## config.mk

```make
export PLATFORM = sky130hd
export DESIGN_NAME = capture_arbiter
export DESIGN_NICKNAME = d
export VERILOG_FILES = /design/src/rtl/cap_pkg.sv /design/src/rtl/capture_arbiter_rr_pick.sv /design/src/rtl/capture_arbiter.sv
export SDC_FILE = /design/constraint.sdc
export NUM_CORES = 1
export LEC_CHECK = 0
export ABC_AREA = 1
export ABC_CLOCK_PERIOD_IN_PS = 2000
export CAP_MARGIN = 20
export CORE_MARGIN = 4
export CORE_UTILIZATION = 37
export CTS_CLUSTER_DIAMETER = 80
export DETAILED_ROUTE_END_ITERATION = 10
export PLACE_DENSITY = 0.84
export SYNTH_ARGS = -nofsm -noshare
export SYNTH_HDL_FRONTEND = slang
export SYNTH_SLANG_ARGS = --single-unit
```

## constraint.sdc

```tcl
create_clock -name i_sysclk -period 2 [get_ports i_sysclk]
set_input_delay 0.6 -clock i_sysclk [delete_from_list [all_inputs] [get_ports i_sysclk]]
set_output_delay 0.6 -clock i_sysclk [all_outputs]
set_load 0.01 [all_outputs]
```

## src/rtl/cap_pkg.sv

```systemverilog
// Shared types, default widths and the round-robin search helper for capture_arbiter.
package cap_pkg;

    localparam int unsigned CAP_DW      = 16;
    localparam int unsigned CAP_NCH     = 4;
    localparam int unsigned CAP_NCH_MAX = 8;
    localparam int unsigned CAP_CW_MAX  = 3;

    typedef enum logic {
        ST_IDLE  = 1'b0,
        ST_VALID = 1'b1
    } cap_state_e;

    // First set flag found from last+1 upward, wrapping modulo n; returns last when none is set.
    function automatic logic [CAP_CW_MAX-1:0] rr_next(
        input logic [CAP_NCH_MAX-1:0] flags,
        input logic [CAP_CW_MAX-1:0]  last,
        input int unsigned            n
    );
        logic [CAP_CW_MAX-1:0] r;
        logic                  found;
        int unsigned           c;
        r     = last;
        found = 1'b0;
        for (int unsigned i = 1; i <= CAP_NCH_MAX; i++) begin
            if (i <= n && !found) begin
                c = 32'(last) + i;
                if (c >= n) c = c - n;
                if (flags[c]) begin
                    r     = CAP_CW_MAX'(c);
                    found = 1'b1;
                end
            end
        end
        return r;
    endfunction

endpackage

```

## src/rtl/capture_arbiter_rr_pick.sv

```systemverilog
// Combinational round-robin selector: picks the next pending channel after i_last.
module rr_pick
    import cap_pkg::*;
#(
    parameter  int unsigned N_CH = CAP_NCH,
    localparam int unsigned CW   = $clog2(N_CH)
) (
    input  logic [N_CH-1:0] i_flags,
    input  logic [CW-1:0]   i_last,
    output logic            o_any_c,
    output logic [CW-1:0]   o_idx_c
);

    logic [CAP_CW_MAX-1:0] w_idx;

    assign w_idx   = rr_next(CAP_NCH_MAX'(i_flags), CAP_CW_MAX'(i_last), N_CH);
    assign o_any_c = |i_flags;
    assign o_idx_c = CW'(w_idx);

endmodule

```

## src/rtl/capture_arbiter.sv

```systemverilog
// Round-robin arbiter sharing one valid/ready result port between N_CH capture channels.
// Optional CAP_ARB_TSTAMP_EN adds a free-running counter sampled into o_tstamp at grant.
module capture_arbiter
    import cap_pkg::*;
#(
    parameter  int unsigned N_CH = CAP_NCH,
    parameter  int unsigned DW   = CAP_DW,
    localparam int unsigned CW   = $clog2(N_CH)
) (
    input  logic             i_sysclk,
    input  logic             i_sysrst,
    input  logic             i_en,
    input  logic [N_CH-1:0]  i_ic_flg,
    input  logic [N_CH*DW-1:0] i_cnt_data,
    output logic [N_CH-1:0]  o_clr,
    output logic             o_valid,
    input  logic             i_ready,
    output logic [DW-1:0]    o_data,
    output logic [CW-1:0]    o_ch,
`ifdef CAP_ARB_TSTAMP_EN
    output logic [DW-1:0]    o_tstamp,
`endif
    output logic             o_busy
);

    cap_state_e      r_state;
    cap_state_e      w_state_nxt;
    logic            w_grant;
    logic            w_any;
    logic [CW-1:0]   w_idx;
    logic [CW-1:0]   r_last;
    logic            r_valid;
    logic            r_busy;
    logic [N_CH-1:0] r_clr;
    logic [DW-1:0]   r_data;
    logic [CW-1:0]   r_ch;

    rr_pick #(.N_CH(N_CH)) u_rr_pick (
        .i_flags (i_ic_flg),
        .i_last  (r_last),
        .o_any_c (w_any),
        .o_idx_c (w_idx)
    );

    // State register
    always_ff @(posedge i_sysclk) begin
        if (i_sysrst) r_state <= ST_IDLE;
        else          r_state <= w_state_nxt;
    end

    // Next state and grant decision; flags and enable are ignored while a result is pending
    always_comb begin
        w_state_nxt = r_state;
        w_grant     = 1'b0;
        case (r_state)
            ST_IDLE: begin
                if (i_en && w_any) begin
                    w_grant     = 1'b1;
                    w_state_nxt = ST_VALID;
                end
            end
            ST_VALID: begin
                if (r_valid && i_ready) w_state_nxt = ST_IDLE;
            end
            default: w_state_nxt = ST_IDLE;
        endcase
    end

    // Registered outputs, latched result and round-robin pointer
    always_ff @(posedge i_sysclk) begin
        if (i_sysrst) begin
            r_valid <= 1'b0;
            r_busy  <= 1'b0;
            r_clr   <= '0;
            r_data  <= '0;
            r_ch    <= '0;
            r_last  <= CW'(N_CH - 1);
        end else begin
            r_valid <= (w_state_nxt == ST_VALID);
            r_busy  <= (w_state_nxt == ST_VALID);
            r_clr   <= w_grant ? (N_CH'(1) << w_idx) : '0;
            if (w_grant) begin
                r_data <= i_cnt_data[w_idx*DW +: DW];
                r_ch   <= w_idx;
                r_last <= w_idx;
            end
        end
    end

`ifdef CAP_ARB_TSTAMP_EN
    logic [DW-1:0] r_cnt;
    logic [DW-1:0] r_tstamp;

    // Free-running cycle counter, sampled on the grant edge
    always_ff @(posedge i_sysclk) begin
        if (i_sysrst) begin
            r_cnt    <= '0;
            r_tstamp <= '0;
        end else begin
            r_cnt <= r_cnt + DW'(1);
            if (w_grant) r_tstamp <= r_cnt;
        end
    end

    assign o_tstamp = r_tstamp;
`endif

    assign o_valid = r_valid;
    assign o_busy  = r_busy;
    assign o_clr   = r_clr;
    assign o_data  = r_data;
    assign o_ch    = r_ch;

endmodule
```

# [Word level (Yosys, flattened, before mapping)]
# Cells that the tools add are included.
[word_totals] reg_bits=25 output_inout_bits=24 input_bits=72
[op_classes] n_shift=2 n_mux=31 magnitude_cmp=8 add_sub_neg=8 n_bitwise=2 reduce_logical=4
[op_table] cell="32-bit two-way mux" count=7
[op_table] cell="32-bit by 3-bit greater-or-equal comparator with 1-bit output (second input constant)" count=4
[op_table] cell="32-bit by 4-bit < comparator with 1-bit output (second input constant)" count=4
[op_table] cell="32-bit by 3-bit subtractor with 32-bit output (second input constant)" count=4
[op_table] cell="64-bit by 7-bit indexed part select with 16-bit output" count=1
[op_table] cell="2-bit two-way mux" count=7
[op_table] cell="1-bit binary-select mux with 3-bit select" count=4
[op_table] cell="1-bit two-way mux" count=12
[op_table] cell="2-bit by 2-bit adder with 3-bit output (second input constant)" count=2
[op_table] cell="2-bit by 3-bit adder with 4-bit output (second input constant)" count=1
[op_table] cell="4-bit OR reduction" count=1
[op_table] cell="1-bit by 2-bit << shifter with 4-bit output (first input constant)" count=1
[op_table] cell="2-bit by 1-bit adder with 3-bit output (second input constant)" count=1
[op_table] cell="1-bit logical AND" count=2
[op_table] cell="1-bit NOT" count=2
[op_table] cell="1-bit one-hot mux with 2 select lines" count=1
[op_table] cell="2-bit OR reduction" count=1

# [Longest topological paths before layout]
[depth] ltp_word=22 depth_mapped=16 mapped_depth_nobuf=15

# [Hierarchy]
# Synthesis repeated with hierarchy kept, for this count alone.
[unflattened] hier_cells=251 area_unflattened_um2=1625.3
[by_module_without_submodules] mod="capture_arbiter" seq_area_each_um2=500.5 cells_each=209 n_inst=1 area_each_um2=1437.6
[by_module_without_submodules] mod="rr_pick" seq_area_each_um2=0.0 cells_each=42 n_inst=1 area_each_um2=187.7

# [Least setup slack after synthesis]
# OpenSTA, ideal clock, no wires.
[synth_timing] path_type="reg2reg" from="reg r_last[0]" to="reg r_data[13] (netlist: o_data[13])" path_buffers=1 arrival_ns=1.765 setup_time_ns=0.109 path_stages_with_launch=16 slack_ns=0.126 cell_sequence="dfxtp_1 -> inv_2 -> ha_1 -> inv_1 -> nand3_1 -> nand2_1 -> nand2_1 -> nand2_1 -> nand2_2 -> nand2_4 -> buf_6 -> nand2_1 -> nand3_1 -> nand3_1 -> nand2_1 -> inv_1"
[synth_between] elab_chain_len=13 word_cells_on_any_way=40 classes_between="8 x add/sub; 4 x order compare; 1 x shift; 27 x mux"
[synth_rtl] item="start, declared" line_no="capture_arbiter.sv:31" text="logic [CW-1:0] r_last;"
[synth_rtl] item="start signal, assigned" line_no="capture_arbiter.sv:77" text="r_last <= CW'(N_CH - 1);"
[synth_rtl] item="start signal, assigned" line_no="capture_arbiter.sv:85" text="r_last <= w_idx;"
[synth_rtl] item="2-bit by 1-bit adder with 3-bit output / 2-bit by 2-bit adder with 3-bit output (equally long branches)" line_no="cap_pkg.sv:27" text="c = 32'(last) + i;"
[synth_rtl] item="32-bit by 3-bit subtractor with 32-bit output / 32-bit by 3-bit greater-or-equal comparator with 1-bit output (equally long branches)" line_no="cap_pkg.sv:28" text="if (c >= n) c = c - n;"
[synth_rtl] item="32-bit two-way mux" line_no="cap_pkg.sv:28"
[synth_rtl] item="1-bit binary-select mux with 3-bit select / 32-bit two-way mux (equally long branches)" line_no="cap_pkg.sv:29, cap_pkg.sv:26"
[synth_rtl] item="1-bit two-way mux (not written as such) / 1-bit binary-select mux with 3-bit select (equally long branches)" line_no="cap_pkg.sv:29" text="if (flags[c]) begin"
[synth_rtl] item="2-bit two-way mux / 1-bit two-way mux (equally long branches)" line_no="cap_pkg.sv:29"
[synth_rtl] item="2-bit two-way mux" line_no="cap_pkg.sv:29"
[synth_rtl] item="2-bit two-way mux" line_no="cap_pkg.sv:26" text="if (i <= n && !found) begin"
[synth_rtl] item="2-bit two-way mux" line_no="cap_pkg.sv:29"
[synth_rtl] item="2-bit two-way mux" line_no="cap_pkg.sv:26"
[synth_rtl] item="2-bit two-way mux" line_no="cap_pkg.sv:29"
[synth_rtl] item="2-bit two-way mux (*)" line_no="cap_pkg.sv:26"
[synth_rtl] item="64-bit by 7-bit indexed part select with 16-bit output (*)" line_no="capture_arbiter.sv:83" text="r_data <= i_cnt_data[w_idx*DW +: DW];"
[synth_rtl] item="end signal, assigned" line_no="capture_arbiter.sv:83"
[synth_rtl] item="end, declared" line_no="capture_arbiter.sv:35" text="logic [DW-1:0] r_data;"
# Mark *: on every way between the ends. The rest lies on a longest branch, timed or not. The select of a mux whose other input is x is not followed.
# A chain may end at the register's enable or synchronous reset.

# [Worst setup path after layout]
[layout_timing] from="reg r_last[0]" to="reg r_data[15] (netlist: o_data[15])"
# The elaborated chain is that of the path after synthesis.

==> metrics.cfg <==
[run_status]
status = finished clean

[floorplan]
die_w_um = 79.77
core.rowCount = 25
die_y_um = 79.77
core_area_um2 = 4848
boundaryPins = 96
die-area_um2 = 6362
initial_utilization = 0.3930

[finish]
regArea_um2 = 503.0
nets = 532
multi_input_area_um2 = 1060
drive_gt1_frac = 0.1507
diodes = 0
area_growth_pct = 79.84
fillers = 399

[detailed_routing]
wl_per_cell_um = 13.66
antenna_left = 0
drc = 0
vias_per_cell = 4.922
drt_iter0_drc = 215
drt-total-wl_um = 7172
drt_pass1_iterations = 6
vias = 2584

[yosys]
ys_seq_elements = 25
synth_fa_ha_area_frac = 0.006566
syn_avg_cell_area_um2 = 5.492
synth_top_area_share = 0.2626
synth_top_family_by_area = simple AND/OR/NAND/NOR gates
yosysTopAreaCell = dfxtp_1
synth.cell_area_um2 = 1906
netlist_instances = 347
synth_area_leaders = dfxtp_1, nand3_1, inv_1
yosysSeqAreaShare = 0.2626
synthXorXnorAreaFrac = 0
yosysUniqueCellTypes = 20
synth_compound_area_frac = 0.01707
yosys.area_share.simple = 0.4695
muxShareOfSynthArea = 0
syn_nets = 420
yosysWarningCount = 0

[timing]
fin_hold_ws_ns = 0.4771
worst_pin_slew_ns = 0.3530
relSlewSlack = 0.7625
finalCritPeriodShare = 0.9787
hold_viol_final = 0
finalCriticalPeriod_ns = 1.957
final.setup.tns_ns = 0
fmax_mhz = 510.9
finClkSkew_ns = 0.003728
setup_violations = 0
drv_slew = 0

[worst_setup_path]
cp.depth = 15
cp_slowest_stage_delay_ns = 0.36
cp_max_fo = 6
reg2reg_depth = 15
cp_top_family = simple AND/OR/NAND/NOR gates
r2r_end = o_data[15]
cp_num_buf_inv = 4
crit_path_end_kind = register
worstReg2RegStart = r_last[0]
worstSetupPathType = reg2reg
endpoint = o_data[15]
arrival_ns = 2.13
crit_start = r_last[0]
r2r_slack_ns = 0.04
cp_slowest_cell = dfxtp_2
worstSetupStartpointType = register
cp.required_ns = 2.18
path_cells = inv_2 -> ha_4 -> inv_4 -> nand3_2 -> nand2_2 -> nand2_4 -> nand2_4 -> nand2_8 -> nand2_8 -> bufbuf_16 -> nand2_1 -> nand3_1 -> nand3_1 -> nand2_1 -> inv_1

[place]
gp_congestion = 0.9135
hpwl_um = 4900
port_buffers = 95

[cts]
hold_buffers = 0
clk_pin_slew_worst_paths_ns = 0.09
cts_made_buffers = 3
cts-root-buf = clkbuf_8
cts_buffer_depth = 2
cts_tree = yes
cts-htree-levels = 1
cts.sinks = 25
clk_latency_ns = 0.27

[grt]
grt_max_degree = 33
antenna_found_initial = 0
grt_pass1_vias = 2584
grt_usage = 0.2194
grt_pass1_wl_um = 11140
grt-ovfl-total = 0

[power]
powerDensity_nw_per_um2 = 1225
ir_drop_mv = 0.6359
switching_share = 0.4312
switching_power_uw = 1810
combPwrFrac = 0.765
clkPwrFrac = 0.074
power_leakage_uw = 0.001837
p_int_uw = 2388
seqPwrFrac = 0.161

[worst_hold_path]
hp-class = reg2reg

[run]
cap_violations = 0

## cells by family (layout without fill, tap and decap cells)
kind of cell / Yosys count / count (layout)
simple gates: 203 / 203
flops: 25 / 25
buf+inv: 112 / 223
compound gates: 6 / 6
fa+ha+maj: 1 / 1
## worst register-to-register path, delay by kind of cell (launching register included)
kind                       cells  cell delay (ns)
and+or+nand+nor               10             0.85
buffers and inverters          4             0.41
adders and majority gates      1             0.26
DFF                            1             0.36
## state kept, by name (all words and copies together), names as in the netlist
signal / cells
r_last: 2
o_busy: 1
o_data: 16
o_ch: 2
o_clr: 4
## metal layers
layer	global-route usage	vias to the layer above	routed length, um
met2	0.3982	168	3560
met4	0.05574	0	160
li1	-	1257	-
met3	0.07111	24	804
met1	0.2457	1135	2647
met5	0	-	0
## synth_stat cells, drive strengths merged
cell / count
nand2: 74
a22oi: 1
buf: 12
dfxtp: 25
nor2: 40
inv: 95
clkbuf: 5
a21oi: 2
nand3: 87
nor3b: 1
o21ai: 3
nor4: 1
ha: 1
## worst min path at each step
stage             from      end  slack, ns  cells past startpoint
6_report       o_ch[1]  o_ch[1]       0.48                      2
5_1_grt        o_ch[1]  o_ch[1]       0.51                      2
4_1_cts        o_ch[0]  o_ch[0]       0.47                      2
3_5_place_dp   o_ch[0]  o_ch[0]       0.45                      2
3_3_place_gp   o_ch[0]  o_ch[0]       0.45                      2
2_1_floorplan  o_ch[1]  o_ch[1]       0.48                      2
## placed cells by master, fill, tap and decap left out, types with 2 or more instances in the layout
| cell type | n |
|---|---|
| a21oi_1 | 2 |
| buf_12 | 9 |
| buf_16 | 3 |
| buf_4 | 12 |
| buf_6 | 4 |
| clkbuf_8 | 3 |
| clkdlybuf4s50_1 | 91 |
| dfxtp_1 | 23 |
| dfxtp_2 | 2 |
| dlygate4sd2_1 | 4 |
| inv_1 | 85 |
| inv_2 | 9 |
| nand2_1 | 60 |
| nand2_2 | 10 |
| nand2_4 | 2 |
| nand2_8 | 2 |
| nand3_1 | 80 |
| nand3_2 | 6 |
| nor2_1 | 38 |
| nor2_2 | 2 |
| o21ai_0 | 2 |
## layout make-up
type	instances	area share
Multi-Input combinational cell	210	0.3092
Sequential cell	25	0.1468
Inverter	95	0.1048
Clock buffer	4	0.01314
Timing Repair Buffer	124	0.4016
Tap cell	67	0.02446
## through the flow
step                      setup slack, ns  cell area, um^2  utilization  total power (uW)  cells
after CTS                        0.001129             3327       0.6862              3889    522
after global routing             -0.03058             3427       0.7068              4453    525
after global placement            -0.3445             3037       0.6263              3032    507
after detailed placement          -0.3913             3037       0.6263              3091    507
after floorplan                    0.1261             1906            -              2145    347
final                             0.04270             3427       0.7068              4198    525
## timing repair
item / in CTS / in global routing
resized for setup: 24 / 23
setup buffers: 7 / 4
pin swaps: 12 / 10
cloned: 4 / 0
setup endpoints to repair: 16 / 18
## power by group through the flow
stage	combinational, uW	clock (uW)	sequential [uW]
2_1_floorplan	1430	0	712
3_3_place_gp	2360	0	673
3_5_place_dp	2420	0	676
4_1_cts	2910	309	667
5_1_grt	3440	329	686
6_report	3210	311	678
(Power assumes the default switching activity.)
